[config.mk]
export PLATFORM = sky130hd
export DESIGN_NAME = cmos_pattern_gen
export DESIGN_NICKNAME = d
export VERILOG_FILES = /design/src/rtl/cmos_pkg.sv /design/src/rtl/cmos_timing_cnt.sv /design/src/rtl/cmos_pattern_gen.sv
export SDC_FILE = /design/constraint.sdc
export NUM_CORES = 1
export LEC_CHECK = 0
export ABC_CLOCK_PERIOD_IN_PS = 6100
export CAP_MARGIN = 0
export CORE_MARGIN = 1.5
export CORE_UTILIZATION = 34
export CTS_CLUSTER_DIAMETER = 40
export DETAILED_ROUTE_END_ITERATION = 8
export SLEW_MARGIN = 20
export SYNTH_ARGS = -nofsm -noshare
export SYNTH_HDL_FRONTEND = slang
export SYNTH_SLANG_ARGS = --single-unit
[constraint.sdc]
create_clock -name sys_clk -period 6.1 [get_ports sys_clk]
set_input_delay 1.83 -clock sys_clk [delete_from_list [all_inputs] [get_ports sys_clk]]
set_output_delay 1.83 -clock sys_clk [all_outputs]
set_load 0.01 [all_outputs]
[src/rtl/cmos_pkg.sv]
// Shared types and constants for the synthetic DVP camera source.
// Bar colours follow the classic white..black SMPTE-style order in RGB565.
package cmos_pkg;

    typedef enum logic [1:0] {
        BAR   = 2'd0,
        RAMP  = 2'd1,
        DIAG  = 2'd2,
        CHECK = 2'd3
    } pattern_e;

    typedef enum logic {
        IDLE = 1'b0,
        RUN  = 1'b1
    } state_e;

    localparam logic [15:0] RGB_WHITE   = 16'hFFFF;
    localparam logic [15:0] RGB_YELLOW  = 16'hFFE0;
    localparam logic [15:0] RGB_CYAN    = 16'h07FF;
    localparam logic [15:0] RGB_GREEN   = 16'h07E0;
    localparam logic [15:0] RGB_MAGENTA = 16'hF81F;
    localparam logic [15:0] RGB_RED     = 16'hF800;
    localparam logic [15:0] RGB_BLUE    = 16'h001F;
    localparam logic [15:0] RGB_BLACK   = 16'h0000;

    function automatic logic [15:0] bar_color(input logic [15:0] bar);
        logic [15:0] c;
        case (bar)
            16'd0:   c = RGB_WHITE;
            16'd1:   c = RGB_YELLOW;
            16'd2:   c = RGB_CYAN;
            16'd3:   c = RGB_GREEN;
            16'd4:   c = RGB_MAGENTA;
            16'd5:   c = RGB_RED;
            16'd6:   c = RGB_BLUE;
            default: c = RGB_BLACK;
        endcase
        return c;
    endfunction

endpackage

[src/rtl/cmos_timing_cnt.sv]
// Horizontal/vertical raster counters with frame-end strobe.
// clear forces a fresh frame origin; run advances the raster by one pixel.
module cmos_timing_cnt #(
    parameter int H_TOTAL = 800,
    parameter int V_TOTAL = 510
) (
    input  logic        sys_clk,
    input  logic        sys_rst,
    input  logic        clear,
    input  logic        run,
    output logic [15:0] h_cnt,
    output logic [15:0] v_cnt,
    output logic        frame_end
);

    localparam logic [15:0] H_LAST = 16'(H_TOTAL - 1);
    localparam logic [15:0] V_LAST = 16'(V_TOTAL - 1);

    logic line_end;

    assign line_end  = (h_cnt == H_LAST);
    assign frame_end = line_end && (v_cnt == V_LAST);

    always_ff @(posedge sys_clk or posedge sys_rst) begin
        if (sys_rst) begin
            h_cnt <= 16'd0;
            v_cnt <= 16'd0;
        end else if (clear) begin
            h_cnt <= 16'd0;
            v_cnt <= 16'd0;
        end else if (run) begin
            if (line_end) begin
                h_cnt <= 16'd0;
                v_cnt <= frame_end ? 16'd0 : v_cnt + 16'd1;
            end else begin
                h_cnt <= h_cnt + 16'd1;
            end
        end
    end

endmodule

[src/rtl/cmos_pattern_gen.sv]
// OV5640-style DVP frame source with selectable test patterns.
// Sync, valid and pixel outputs are registered one cycle behind the raster counters.
module cmos_pattern_gen
    import cmos_pkg::*;
#(
    parameter int H_ACTIVE    = 640,
    parameter int H_BLANK     = 160,
    parameter int VSYNC_LINES = 4,
    parameter int V_BACK      = 16,
    parameter int V_ACTIVE    = 480,
    parameter int V_FRONT     = 10
) (
    input  logic        sys_clk,
    input  logic        sys_rst,
    input  logic        enable,
    input  logic [1:0]  pattern_sel,
    output logic        cmos_vsync,
    output logic        cmos_href,
    output logic [15:0] cmos_data,
    output logic [7:0]  frame_cnt,
    output logic        frame_done,
    output logic        busy
);

    localparam int H_TOTAL = H_ACTIVE + H_BLANK;
    localparam int V_TOTAL = VSYNC_LINES + V_BACK + V_ACTIVE + V_FRONT;

    localparam logic [15:0] H_ACT  = 16'(H_ACTIVE);
    localparam logic [15:0] V_SYNC = 16'(VSYNC_LINES);
    localparam logic [15:0] V_ACT0 = 16'(VSYNC_LINES + V_BACK);
    localparam logic [15:0] V_ACT1 = 16'(VSYNC_LINES + V_BACK + V_ACTIVE);
    localparam logic [15:0] BAR_W  = 16'(H_ACTIVE / 8);

    state_e      state;
    pattern_e    pat_q;
    logic [15:0] h_cnt;
    logic [15:0] v_cnt;
    logic        frame_end;
    logic        start;
    logic        vsync_n;
    logic        href_n;
    logic [15:0] ay;
    logic [15:0] pix;

    assign start = (state == IDLE) && enable;

    cmos_timing_cnt #(
        .H_TOTAL (H_TOTAL),
        .V_TOTAL (V_TOTAL)
    ) u_timing (
        .sys_clk   (sys_clk),
        .sys_rst   (sys_rst),
        .clear     (start),
        .run       (state == RUN),
        .h_cnt     (h_cnt),
        .v_cnt     (v_cnt),
        .frame_end (frame_end)
    );

    assign vsync_n = (v_cnt < V_SYNC);
    assign href_n  = (v_cnt >= V_ACT0) && (v_cnt < V_ACT1) && (h_cnt < H_ACT);
    assign ay      = v_cnt - V_ACT0;

    // Diagonal mixes in frame_cnt so each frame is visibly stamped.
    always_comb begin
        pix = RGB_BLACK;
        case (pat_q)
            BAR:   pix = bar_color(h_cnt / BAR_W);
            RAMP:  pix = h_cnt;
            DIAG:  pix = h_cnt + ay + {8'd0, frame_cnt};
            CHECK: pix = (h_cnt[3] ^ ay[3]) ? RGB_WHITE : RGB_BLACK;
            default: pix = RGB_BLACK;
        endcase
    end

    always_ff @(posedge sys_clk or posedge sys_rst) begin
        if (sys_rst) begin
            state      <= IDLE;
            pat_q      <= BAR;
            busy       <= 1'b0;
            frame_cnt  <= 8'd0;
            frame_done <= 1'b0;
            cmos_vsync <= 1'b0;
            cmos_href  <= 1'b0;
            cmos_data  <= 16'd0;
        end else begin
            frame_done <= 1'b0;
            cmos_vsync <= 1'b0;
            cmos_href  <= 1'b0;
            cmos_data  <= 16'd0;
            case (state)
                IDLE: begin
                    if (enable) begin
                        state <= RUN;
                        busy  <= 1'b1;
                        pat_q <= pattern_e'(pattern_sel);
                    end
                end
                RUN: begin
                    cmos_vsync <= vsync_n;
                    cmos_href  <= href_n;
                    cmos_data  <= href_n ? pix : 16'd0;
                    if (frame_end) begin
                        frame_done <= 1'b1;
                        frame_cnt  <= frame_cnt + 8'd1;
                        // Stop requests only take effect on a frame boundary.
                        if (!enable) begin
                            state <= IDLE;
                            busy  <= 1'b0;
                        end else begin
                            pat_q <= pattern_e'(pattern_sel);
                        end
                    end
                end
                default: state <= IDLE;
            endcase
        end
    end

endmodule

==> results.yml <==
status:
  status: "finished clean"
logic_synthesis:
  synth-seq-cells: 63
  yosys_warnings: 0
  ys_async_sr_fraction_pct: 100
  syn_nets: 688
  netlist_instances: 644
  ys_seq_area_share_pct: 29.6
  avgSynthCellArea_sq_um: 8.28
  synth-edff-count: 0
  ys_types: 84
  syn_area_sq_um: 5330
  ys.flop_type: "dfrtp_1"
floorplan:
  initial_core_util_pct: 35.0
  coreArea_sq_um: 15300
  pin_count: 33
  fp-row-count: 45
  dieWidth_um: 128
  die_area_sq_um: 16400
  die_h_um: 128
critical_path:
  cp.required_ns: 6.27
  criticalPathCategory: "register to register"
  critPathLaunchType: "register"
  cp_data_arrival_time_ns: 4.18
  slowest_stage: "dfrtp_1"
  max_stage_delay_ns: 0.85
  endpoint_kind: "register"
  path_cells: "nor3b_1 > o21ai_1 > a32oi_2 > nor2_1 > nor4_1 > or4_1 > o31a_2 > a221oi_2 > a211oi_2 > o311ai_4 > a21oi_1"
  critPathMaxFanout: 27
finish:
  fin_util_pct: 39.4
  fill_cells: 1518
  layout-drive-gt1-share_pct: 6.64
  fin_area_sq_um: 6010
  diodes: 0
  syn_to_final_growth_pct: 12.6
  final_nets: 687
clock_network:
  ctsHoldBuffers: 0
  cts_resized: 0
  root_buffer: "clkbuf_16"
  cts_buffers: 9
  cts.sinks: 63
  cts_max_level: 3
  cts_tree: "built"
  cts_setup_buffers: 0
  cts.reportedPaths.clkPinSlew_ns: 0.06
  ctsLongestPathBuffers: 2
  clock_latency_ns: 0.34
global_route:
  grt_pass1_vias: 4518
  grt_overflow: 0
  grt_usage_pct: 17.7
  grt_antenna_before_repair: 0
  grt_pass1_wl_um: 23200
  grt_max_degree: 64
power_and_ir_drop:
  p_int_w: 0.000718
  p_leak_nw: 2.50
  combPwrFrac_pct: 1.4
  pwr-share-clk_pct: 52.9
  netSwitchingFraction_pct: 21.4
  seqPwrFrac_pct: 45.8
  p_per_area_nw_per_um2: 152
  vdd_ir_drop_max_uv: 95.4
  p_sw_w: 0.000195
detailed_routing:
  drc_errors: 0
  viasPerCell: 5.47
  drt-wirelength-per-cell_um: 16.2
  firstDrtPassIters: 5
  wl_um: 13900
  antenna_left: 0
  drtIter0Drc: 427
  vias: 4695
run:
  cap_violations: 0
sta:
  maxSlewViolCount: 0
  hold_viol: 0
  post-route-min-period_ns: 4.01
  max_freq_ghz: 0.249
  tns_ns: 0
  worst_pin_slew_ns: 1.05
  whs_ns: 0.513
  rsz0062_at_grt: "false"
  post-route-period-util_pct: 65.8
  setup_viol: 0
  clock_skew_ns: 0.00727
  relSlewSlack_pct: 29.8
  layout_setup_ws_ns: 2.09
placement:
  dp_hpwl_um: 10300
  place_area_sq_um: 5720
  portBuffers: 32
  gp_congestion: 0.867
  dp_slack_ns: 2.17
min_path:
  holdCritPathClass: "register to register"
routing by layer:
metal	vias to the layer above	wire length (um)	GRT usage, %
met5	-	0	0
met4	0	260	6.87
met3	20	618	3.21
met2	108	6740	28.2
met1	2273	6280	23.9
li1	2294	-	-
worst max-delay path: cells and delay by family (launching register included):
| family | cells | cell delay [ns] |
|---|---|---|
| AND/OR/NAND/NOR | 4 | 1.63 |
| AO/OA/AOI/OAI | 7 | 1.36 |
| flip-flops | 1 | 0.85 |
registers in the layout (all words and copies together) (netlist names):
name,count
busy,1
cmos_data,16
cmos_href,1
cmos_vsync,1
frame_cnt,8
frame_done,1
pat_q,2
state,1
u_timing.h_cnt,16
u_timing.v_cnt,16
cell usage after synthesis (all sizes together) (4+ instances only):
library cell / number / area [sq um]
nor2b: 8 / 50.1
nor3: 18 / 95.1
a21oi: 34 / 170
a31oi: 10 / 77.6
or4: 5 / 37.5
inv: 43 / 161
and3: 9 / 56.3
o22ai: 8 / 56.3
buf: 16 / 101
nand2: 56 / 210
o21ai: 74 / 374
clkbuf: 29 / 109
nor3b: 4 / 30.0
and3b: 4 / 35.0
xor2: 16 / 140
nand2b: 7 / 43.8
o31ai: 9 / 67.6
ha: 30 / 375
or3: 6 / 37.5
a211oi: 5 / 42.5
nor2: 52 / 203
nand4: 7 / 43.8
dfrtp: 63 / 1580
a21o: 8 / 60.1
nor4: 9 / 56.3
xnor2: 25 / 219
fa: 9 / 180
nand3: 21 / 110
path summary, 6_finish.rpt:
check | cells after the start | end | slack, ns | startpoint
max in group asynchronous | 3 | cmos_data[15]$_DFF_PP0_ | 3.49 | sys_rst
hold / removal | 1 | u_timing.h_cnt[2]$_DFFE_PP0P_ | 0.51 | u_timing.h_cnt[2]$_DFFE_PP0P_
setup / recovery | 11 | cmos_data[1]$_DFF_PP0_ | 2.09 | u_timing.h_cnt[12]$_DFFE_PP0P_
min in group asynchronous | 3 | u_timing.v_cnt[2]$_DFFE_PP0P_ | 2.07 | sys_rst
setup reg to reg | 11 | cmos_data[1]$_DFF_PP0_ | 2.09 | u_timing.h_cnt[12]$_DFFE_PP0P_
hold reg to reg | 1 | u_timing.h_cnt[2]$_DFFE_PP0P_ | 0.51 | u_timing.h_cnt[2]$_DFFE_PP0P_
per-stage QoR:
stage          total power [W]  instances
2_1_floorplan         0.000432        644
3_3_place_gp          0.000438        843
3_5_place_dp          0.000439        843
4_1_cts               0.000927        859
5_1_grt               0.000954        859
6_report              0.000914        859
logic make-up after synthesis:
family / synth area share [%]
buffers and inverters: 7.04
AO/OA/AOI/OAI: 24.0
multiplexers: 1.24
AND/OR/NAND/NOR: 21.0
flip-flops: 29.6
XOR/XNOR: 6.73
adder cells (fa/ha/maj): 10.4
cell usage in the layout (no fill, tap or decap), drive strengths merged, types with 10 or more instances in the layout:
master         count
a21oi             34
nor3              18
inv               43
ha                30
o21ai             74
a31oi             10
xnor2             25
nand2             56
clkbuf            12
nor2              52
clkdlybuf4s50     32
nand3             21
dfrtp             63
xor2              16
area by class of cell:
cell class                      instances  area [sq um]  area share (%)
Inverter                               44           165            2.75
Clock inverter                          4          30.0           0.500
Multi-Input combinational cell        492          3390            56.4
Tap cell                              211           264            4.40
Timing Repair Buffer                   33           328            5.46
Sequential cell                        63          1580            26.2
Clock buffer                           12           256            4.27
power by group through the flow:
stage	clock (W)	sequential (W)	combinational, W
global route	0.000522	0.000418	0.0000143
floorplan	0	0.000426	0.00000639
CTS	0.000495	0.000418	0.0000131
detailed placement	0	0.000426	0.0000130
global placement	0	0.000426	0.0000128
finish	0.000483	0.000418	0.0000123
Note: power is estimated with default switching activity, not from simulation.
